### config.mk
export PLATFORM = sky130hd
export DESIGN_NAME = spi_slave_port_flat
export DESIGN_NICKNAME = d
export VERILOG_FILES = /design/src/rtl/spi_slave_port_if.sv /design/src/rtl/spi_slave_port.sv /design/src/flat_wrapper.sv
export SDC_FILE = /design/constraint.sdc
export NUM_CORES = 1
export LEC_CHECK = 0
export ABC_AREA = 1
export BUFFER_PORTS_ARGS = -buffer_cell sky130_fd_sc_hd__buf_4
export CAP_MARGIN = 20
export CORE_AREA = 2 2 119 63
export DETAILED_ROUTE_END_ITERATION = 8
export DIE_AREA = 0 0 121 65
export PLACE_DENSITY_LB_ADDON = 0.25
export SLEW_MARGIN = 0
export SYNTH_ARGS = -nofsm -noshare
export SYNTH_HDL_FRONTEND = slang
export SYNTH_SLANG_ARGS = --single-unit
### constraint.sdc
create_clock -name clk -period 1.4 [get_ports clk]
set_input_delay 0.14 -clock clk [delete_from_list [all_inputs] [get_ports clk]]
set_output_delay 0.14 -clock clk [all_outputs]
set_load 0.03 [all_outputs]
### src/rtl/spi_slave_port_if.sv
// CPU register-bus and external SPI pin bundle for spi_slave_port.
// The master modport is the system side (CPU bus plus external SPI master); slave is the port itself.
interface spi_slave_port_if;
    logic [7:0] addr;
    logic       ior;
    logic       iow;
    logic [7:0] din;
    logic [7:0] dout;
    logic       oe_n;
    logic       irq;
    logic       slv_cs_n;
    logic       slv_sclk;
    logic       slv_mosi;
    logic       slv_miso;

    modport master (
        output addr, ior, iow, din, slv_cs_n, slv_sclk, slv_mosi,
        input  dout, oe_n, irq, slv_miso
    );

    modport slave (
        input  addr, ior, iow, din, slv_cs_n, slv_sclk, slv_mosi,
        output dout, oe_n, irq, slv_miso
    );
endinterface

### src/rtl/spi_slave_port.sv
// Oversampled SPI mode-0 responder exchanging bytes with the Z80 via two ZXUNO registers.
// Optional feature macro: SPI_SLAVE_RXFIFO_EN (4-entry RX FIFO instead of one holding register).
module spi_slave_port #(
    parameter logic [7:0] DATAREG = 8'hC6,
    parameter logic [7:0] STATREG = 8'hC7
) (
    input logic           clk,
    input logic           rst,
    spi_slave_port_if.slave bus
);

    logic       cs_meta_q, cs_sync_q, cs_prev_q;
    logic       sclk_meta_q, sclk_sync_q, sclk_prev_q;
    logic       mosi_meta_q, mosi_sync_q;
    logic [2:0] fill_q;
    logic       ior_q, iow_q;

    always_ff @(posedge clk) begin
        if (rst) begin
            cs_meta_q   <= 1'b1;
            cs_sync_q   <= 1'b1;
            cs_prev_q   <= 1'b1;
            sclk_meta_q <= 1'b0;
            sclk_sync_q <= 1'b0;
            sclk_prev_q <= 1'b0;
            mosi_meta_q <= 1'b1;
            mosi_sync_q <= 1'b1;
            fill_q      <= 3'b000;
            ior_q       <= 1'b0;
            iow_q       <= 1'b0;
        end else begin
            cs_meta_q   <= bus.slv_cs_n;
            cs_sync_q   <= cs_meta_q;
            cs_prev_q   <= cs_sync_q;
            sclk_meta_q <= bus.slv_sclk;
            sclk_sync_q <= sclk_meta_q;
            sclk_prev_q <= sclk_sync_q;
            mosi_meta_q <= bus.slv_mosi;
            mosi_sync_q <= mosi_meta_q;
            fill_q      <= {fill_q[1:0], 1'b1};
            ior_q       <= bus.ior;
            iow_q       <= bus.iow;
        end
    end

    logic       in_frame_q, in_frame_d;
    logic [2:0] cnt_q, cnt_d;
    logic [7:0] rx_sh_q, rx_sh_d;
    logic [7:0] tx_sh_q, tx_sh_d;
    logic [7:0] tx_hold_q, tx_hold_d;
    logic       tx_full_q, tx_full_d;
    logic       rx_ovr_q, rx_ovr_d;
    logic       tx_und_q, tx_und_d;

    logic       armed, cs_fall, cs_rise, sclk_rise, sclk_fall;
    logic       commit, reload;
    logic [7:0] rx_byte;
    logic       pop_req, wr_rise, data_wr, stat_wr;
    logic       rx_valid, ovr_set;
    logic [7:0] rx_head;
    logic [1:0] occ;
    logic [7:0] status;

    // Edges are ignored until the sync chain holds real pin samples after reset, so a cs
    // held low through reset is not mistaken for a new frame start.
    assign armed     = fill_q[2];
    assign cs_fall   = armed & cs_prev_q & ~cs_sync_q;
    assign cs_rise   = armed & ~cs_prev_q & cs_sync_q;
    assign sclk_rise = in_frame_q & ~sclk_prev_q & sclk_sync_q;
    assign sclk_fall = in_frame_q & sclk_prev_q & ~sclk_sync_q;
    assign commit    = sclk_rise & ~cs_rise & (cnt_q == 3'd7);
    assign reload    = cs_fall | commit;
    assign rx_byte   = {rx_sh_q[6:0], mosi_sync_q};

    assign pop_req = ior_q & ~bus.ior & (bus.addr == DATAREG);
    assign wr_rise = bus.iow & ~iow_q;
    assign data_wr = wr_rise & (bus.addr == DATAREG);
    assign stat_wr = wr_rise & (bus.addr == STATREG);

    always_comb begin
        in_frame_d = in_frame_q;
        cnt_d      = cnt_q;
        rx_sh_d    = rx_sh_q;
        tx_sh_d    = tx_sh_q;
        tx_hold_d  = tx_hold_q;
        tx_full_d  = tx_full_q;
        rx_ovr_d   = rx_ovr_q;
        tx_und_d   = tx_und_q;

        if (cs_fall) begin
            in_frame_d = 1'b1;
            cnt_d      = 3'd0;
        end else if (cs_rise) begin
            in_frame_d = 1'b0;
            cnt_d      = 3'd0;
        end else if (sclk_rise) begin
            rx_sh_d = rx_byte;
            cnt_d   = cnt_q + 3'd1;
        end else if (sclk_fall && cnt_q != 3'd0) begin
            // The falling edge right after a byte reload keeps the fresh MSB on the line.
            tx_sh_d = {tx_sh_q[6:0], 1'b1};
        end

        if (stat_wr) begin
            if (bus.din[2]) rx_ovr_d = 1'b0;
            if (bus.din[3]) tx_und_d = 1'b0;
        end

        if (reload) begin
            if (tx_full_q) begin
                tx_sh_d   = tx_hold_q;
                tx_full_d = 1'b0;
            end else begin
                tx_sh_d  = 8'hFF;
                tx_und_d = 1'b1;
            end
        end

        if (ovr_set) rx_ovr_d = 1'b1;

        // A CPU write in the same cycle as a reload lands after it.
        if (data_wr) begin
            tx_hold_d = bus.din;
            tx_full_d = 1'b1;
        end
    end

    always_ff @(posedge clk) begin
        if (rst) begin
            in_frame_q <= 1'b0;
            cnt_q      <= 3'd0;
            rx_sh_q    <= 8'hFF;
            tx_sh_q    <= 8'hFF;
            tx_hold_q  <= 8'hFF;
            tx_full_q  <= 1'b0;
            rx_ovr_q   <= 1'b0;
            tx_und_q   <= 1'b0;
        end else begin
            in_frame_q <= in_frame_d;
            cnt_q      <= cnt_d;
            rx_sh_q    <= rx_sh_d;
            tx_sh_q    <= tx_sh_d;
            tx_hold_q  <= tx_hold_d;
            tx_full_q  <= tx_full_d;
            rx_ovr_q   <= rx_ovr_d;
            tx_und_q   <= tx_und_d;
        end
    end

`ifdef SPI_SLAVE_RXFIFO_EN
    logic [7:0] fifo_q [4];
    logic [1:0] rd_ptr_q, wr_ptr_q;
    logic [2:0] count_q;
    logic       pop, push;

    assign rx_valid = (count_q != 3'd0);
    assign pop      = pop_req & rx_valid;
    assign push     = commit & ((count_q != 3'd4) | pop);
    assign ovr_set  = commit & ~push;
    assign rx_head  = fifo_q[rd_ptr_q];
    assign occ      = rx_valid ? (count_q[1:0] - 2'd1) : 2'd0;

    always_ff @(posedge clk) begin
        if (rst) begin
            for (int i = 0; i < 4; i++) fifo_q[i] <= 8'hFF;
            rd_ptr_q <= 2'd0;
            wr_ptr_q <= 2'd0;
            count_q  <= 3'd0;
        end else begin
            if (push) begin
                fifo_q[wr_ptr_q] <= rx_byte;
                wr_ptr_q         <= wr_ptr_q + 2'd1;
            end
            if (pop) rd_ptr_q <= rd_ptr_q + 2'd1;
            count_q <= count_q + {2'b00, push} - {2'b00, pop};
        end
    end
`else
    logic [7:0] rx_hold_q, rx_hold_d;
    logic       rx_valid_q, rx_valid_d;
    logic       pop;

    assign rx_valid = rx_valid_q;
    assign pop      = pop_req & rx_valid_q;
    assign rx_head  = rx_hold_q;
    assign occ      = 2'd0;
    assign ovr_set  = commit & rx_valid_q & ~pop;

    always_comb begin
        rx_hold_d  = rx_hold_q;
        rx_valid_d = rx_valid_q;
        if (commit && !ovr_set) begin
            rx_hold_d  = rx_byte;
            rx_valid_d = 1'b1;
        end else if (pop) begin
            rx_valid_d = 1'b0;
        end
    end

    always_ff @(posedge clk) begin
        if (rst) begin
            rx_hold_q  <= 8'hFF;
            rx_valid_q <= 1'b0;
        end else begin
            rx_hold_q  <= rx_hold_d;
            rx_valid_q <= rx_valid_d;
        end
    end
`endif

    assign status = {1'b0, occ, ~cs_sync_q, tx_und_q, rx_ovr_q, ~tx_full_q, rx_valid};

    assign bus.dout     = (bus.addr == STATREG) ? status : (rx_valid ? rx_head : 8'hFF);
    assign bus.oe_n     = ~(bus.ior & ((bus.addr == DATAREG) | (bus.addr == STATREG)));
    assign bus.irq      = rx_valid;
    assign bus.slv_miso = tx_sh_q[7];

endmodule

### src/flat_wrapper.sv
// flat-port wrapper written by rule: the top's interface ports become plain ports
module spi_slave_port_flat 
#(
    parameter logic [7:0] DATAREG = 8'hC6,
    parameter logic [7:0] STATREG = 8'hC7
)
  (clk, rst, bus_addr, bus_ior, bus_iow, bus_din, bus_slv_cs_n, bus_slv_sclk, bus_slv_mosi, bus_dout, bus_oe_n, bus_irq, bus_slv_miso);
  spi_slave_port_if bus_i ();
  input logic clk;
  input logic rst;
  input wire logic [$bits(bus_i.addr)-1:0] bus_addr;
  input wire logic [$bits(bus_i.ior)-1:0] bus_ior;
  input wire logic [$bits(bus_i.iow)-1:0] bus_iow;
  input wire logic [$bits(bus_i.din)-1:0] bus_din;
  input wire logic [$bits(bus_i.slv_cs_n)-1:0] bus_slv_cs_n;
  input wire logic [$bits(bus_i.slv_sclk)-1:0] bus_slv_sclk;
  input wire logic [$bits(bus_i.slv_mosi)-1:0] bus_slv_mosi;
  output wire logic [$bits(bus_i.dout)-1:0] bus_dout;
  output wire logic [$bits(bus_i.oe_n)-1:0] bus_oe_n;
  output wire logic [$bits(bus_i.irq)-1:0] bus_irq;
  output wire logic [$bits(bus_i.slv_miso)-1:0] bus_slv_miso;
  assign bus_i.addr = bus_addr;
  assign bus_i.ior = bus_ior;
  assign bus_i.iow = bus_iow;
  assign bus_i.din = bus_din;
  assign bus_i.slv_cs_n = bus_slv_cs_n;
  assign bus_i.slv_sclk = bus_slv_sclk;
  assign bus_i.slv_mosi = bus_slv_mosi;
  assign bus_dout = bus_i.dout;
  assign bus_oe_n = bus_i.oe_n;
  assign bus_irq = bus_i.irq;
  assign bus_slv_miso = bus_i.slv_miso;
  spi_slave_port #(.DATAREG(DATAREG), .STATREG(STATREG)) u_core (.clk(clk), .rst(rst), .bus(bus_i));
endmodule
==> reports/metrics.yaml <==
antenna_found_initial: 0
crit_arrival_ns: 1.52
vias: 1928
route.detailed.drc: 0
min_period_over_period: 0.963
synth_compound_area_frac: 0.0450
hold_path_depth: 2
grt_max_degree: 19
status: "finished clean"
clkTransAtPathRegs_ns: 0.06
crit_type: "flop to flop"
cts_tree: "built"
ir_drop_mv: 0.482
holdWs_ns: 0.0306
max_stage_delay_ns: 0.36
report.final.slew_viol_count: 0
pin_count: 34
fp.dieH_um: 65
clockRootBuffer: "clkbuf_16"
ys_seq_area_frac: 0.445
track_usage: 0.145
drive_above_1_share: 0.315
overflow: 0
startpoint_type: "flop"
synth_warnings: 0
power_density_nw_per_um2: 968
synth_async_sr_flop_share: 0
drt-pass1-iter-count: 4
htreeDepth: 2
place_ws_ns: -0.0176
yosys.area_share.simple: 0.422
cts_max_path_buffers: 2
setup_viol: 0
fin_nets: 368
portBuffers: 33
cp_max_fo: 7
cts_hold_buf: 0
first_global_vias: 1781
num_antenna_cells: 0
rows: 22
yosys.cell_count.top_type: "nand2_1"
ys_types: 26
worstSetupPathDepth: 8
slowest_stage: "dfxtp_4"
cp_num_buf_inv: 1
die_area_um2: 7870
hp-class: "primary input to flop"
synth_ff_type: "dfxtp_1"
leakage_nw: 1.37
synth-edff-count: 0
core_um2: 6960
synthTopCellsByCount: "nand2_1, dfxtp_1, nand3_1, nor2_1, inv_1"
synth.area.mux_share: 0
drt-total-wl_mm: 5.31
cts_buffers: 5
synthAdderAreaFrac: 0.0161
worstSkewPairLatency_ns: 0.29
syn-cell-area_um2: 2340
synth_area_leaders: "dfxtp_1, nand2_1, nand3_1, nand3_2, nor2_1"
finClkSkew_ns: 0.00352
p_total_mw: 2.89
crit_family: "simple AND/OR/NAND/NOR gates"
routabilityCongestion: 0.779
max_slew_margin: 0.824
clock_sinks: 52
setup_tns_ns: 0
finalHoldViolations: 0
die_w_um: 121
ff2ff_path_depth: 8
timing.max_cap.violations: 0
yosysTopAreaCell: "dfxtp_1"
wl_per_cell_um: 12.1
crit_required_ns: 1.57
fin_crit_ns: 1.35
area_growth_syn_to_layout_pct: 27.8
yosysTopAreaCellShare: 0.445
cp_cell_sequence: "ha_4, ha_4, nand3_4, nand2_8, inv_6, nand2_1, nand2_1, nand3_2"
synthXorXnorAreaFrac: 0
vias_per_cell: 4.39
crit_path_end_kind: "flop"
syn_avg_cell_area_um2: 7.95
worst_slack_ns: 0.0524
drtIter0Drc: 156
postRouteAntennaNets: 0
worst-slew-pin-transition_ns: 0.263
max_freq_mhz: 742
synth_top_family_by_area: "simple AND/OR/NAND/NOR gates"
ys_ff_latch: 52
dpl.hpwl_mm: 3.73
grt_pass1_wl_mm: 8.86
start_util: 0.336
syn_nets: 320
synthCells: 294
==> routing by layer <==
metal	up-vias	global-route usage	routed length, µm
li1	1045	-	-
met1	827	0.230	3100
met2	48	0.174	1770
met3	8	0.0493	368
met4	0	0.0436	69
met5	-	0	0
==> power breakdown <==
group | total [mW] | internal [mW] | switching (mW)
sequential | 1.51 | 1.50 | 0.0124
clock | 1.24 | 0.714 | 0.526
combinational | 0.143 | 0.0686 | 0.0739
total | 2.89 | 2.28 | 0.612
==> timing repair <==
item	4_1_cts	5_1_grt
setup endpoints to repair	11	29
buffers inserted	0	5
cloned	1	3
resized for setup	2	20
pin swaps	1	5
==> registers in the layout (all words and copies together) (netlist names), 3 cells and up <==
register / cells
u_core.tx_sh_q: 8
u_core.rx_head: 8
u_core.cnt_q: 3
u_core.tx_hold_q: 8
u_core.rx_sh_q: 7
u_core.fill_q: 3
==> final timing paths <==
kind                            slack, ns               start                 end
worst max-delay path                 0.05     u_core.cnt_q[0]   u_core.tx_sh_q[5]
worst min-delay path                 0.03        bus_slv_mosi  u_core.mosi_meta_q
worst max register to register       0.05     u_core.cnt_q[0]   u_core.tx_sh_q[5]
worst min register to register       0.40  u_core.sclk_meta_q  u_core.sclk_sync_q
==> worst register-to-register path, cell delays in order (launching register included) <==
cell and delay [ns]:
dfxtp_4 0.36, ha_4 0.16, ha_4 0.16, nand3_4 0.15, nand2_8 0.13, inv_6 0.11, nand2_1 0.05, nand2_1 0.06
nand3_2 0.05
==> metrics by stage <==
stage / instances / util / instance area [µm²]
6_report: 439 / 0.429 / 2990
5_1_grt: 439 / 0.429 / 2990
4_1_cts: 431 / 0.410 / 2860
3_5_place_dp: 422 / 0.387 / 2700
3_3_place_gp: 422 / 0.387 / 2700
2_1_floorplan: 294 / - / 2340
==> cell usage in the layout, fill, tap and decap left out, drive strengths merged <==
cell type / netlist / final
and2: 1 / 1
dfxtp: 52 / 52
inv: 28 / 30
or2: 5 / 5
nand3: 61 / 61
buf: 5 / 44
ha: 3 / 3
a21oi: 10 / 10
nand2: 90 / 92
clkbuf: 2 / 8
o21ai: 8 / 8
nand4: 2 / 2
nor2: 27 / 27
==> layout make-up <==
type	instances	area [µm²]
multi-input cells	209	1180
flip-flops and latches	52	1050
repair buffers	44	343
fillers	718	3980
repair inverters	2	20.0
clock buffers	8	146
inverters	28	123
well taps	96	120
==> logic make-up after synthesis <==
group | count (synthesis)
and+or+nand+nor | 186
AOI/OAI and AO/OA | 18
DFF | 52
buffers and inverters | 35
adders and majority gates | 3
Power figures use the tool's default switching activity.
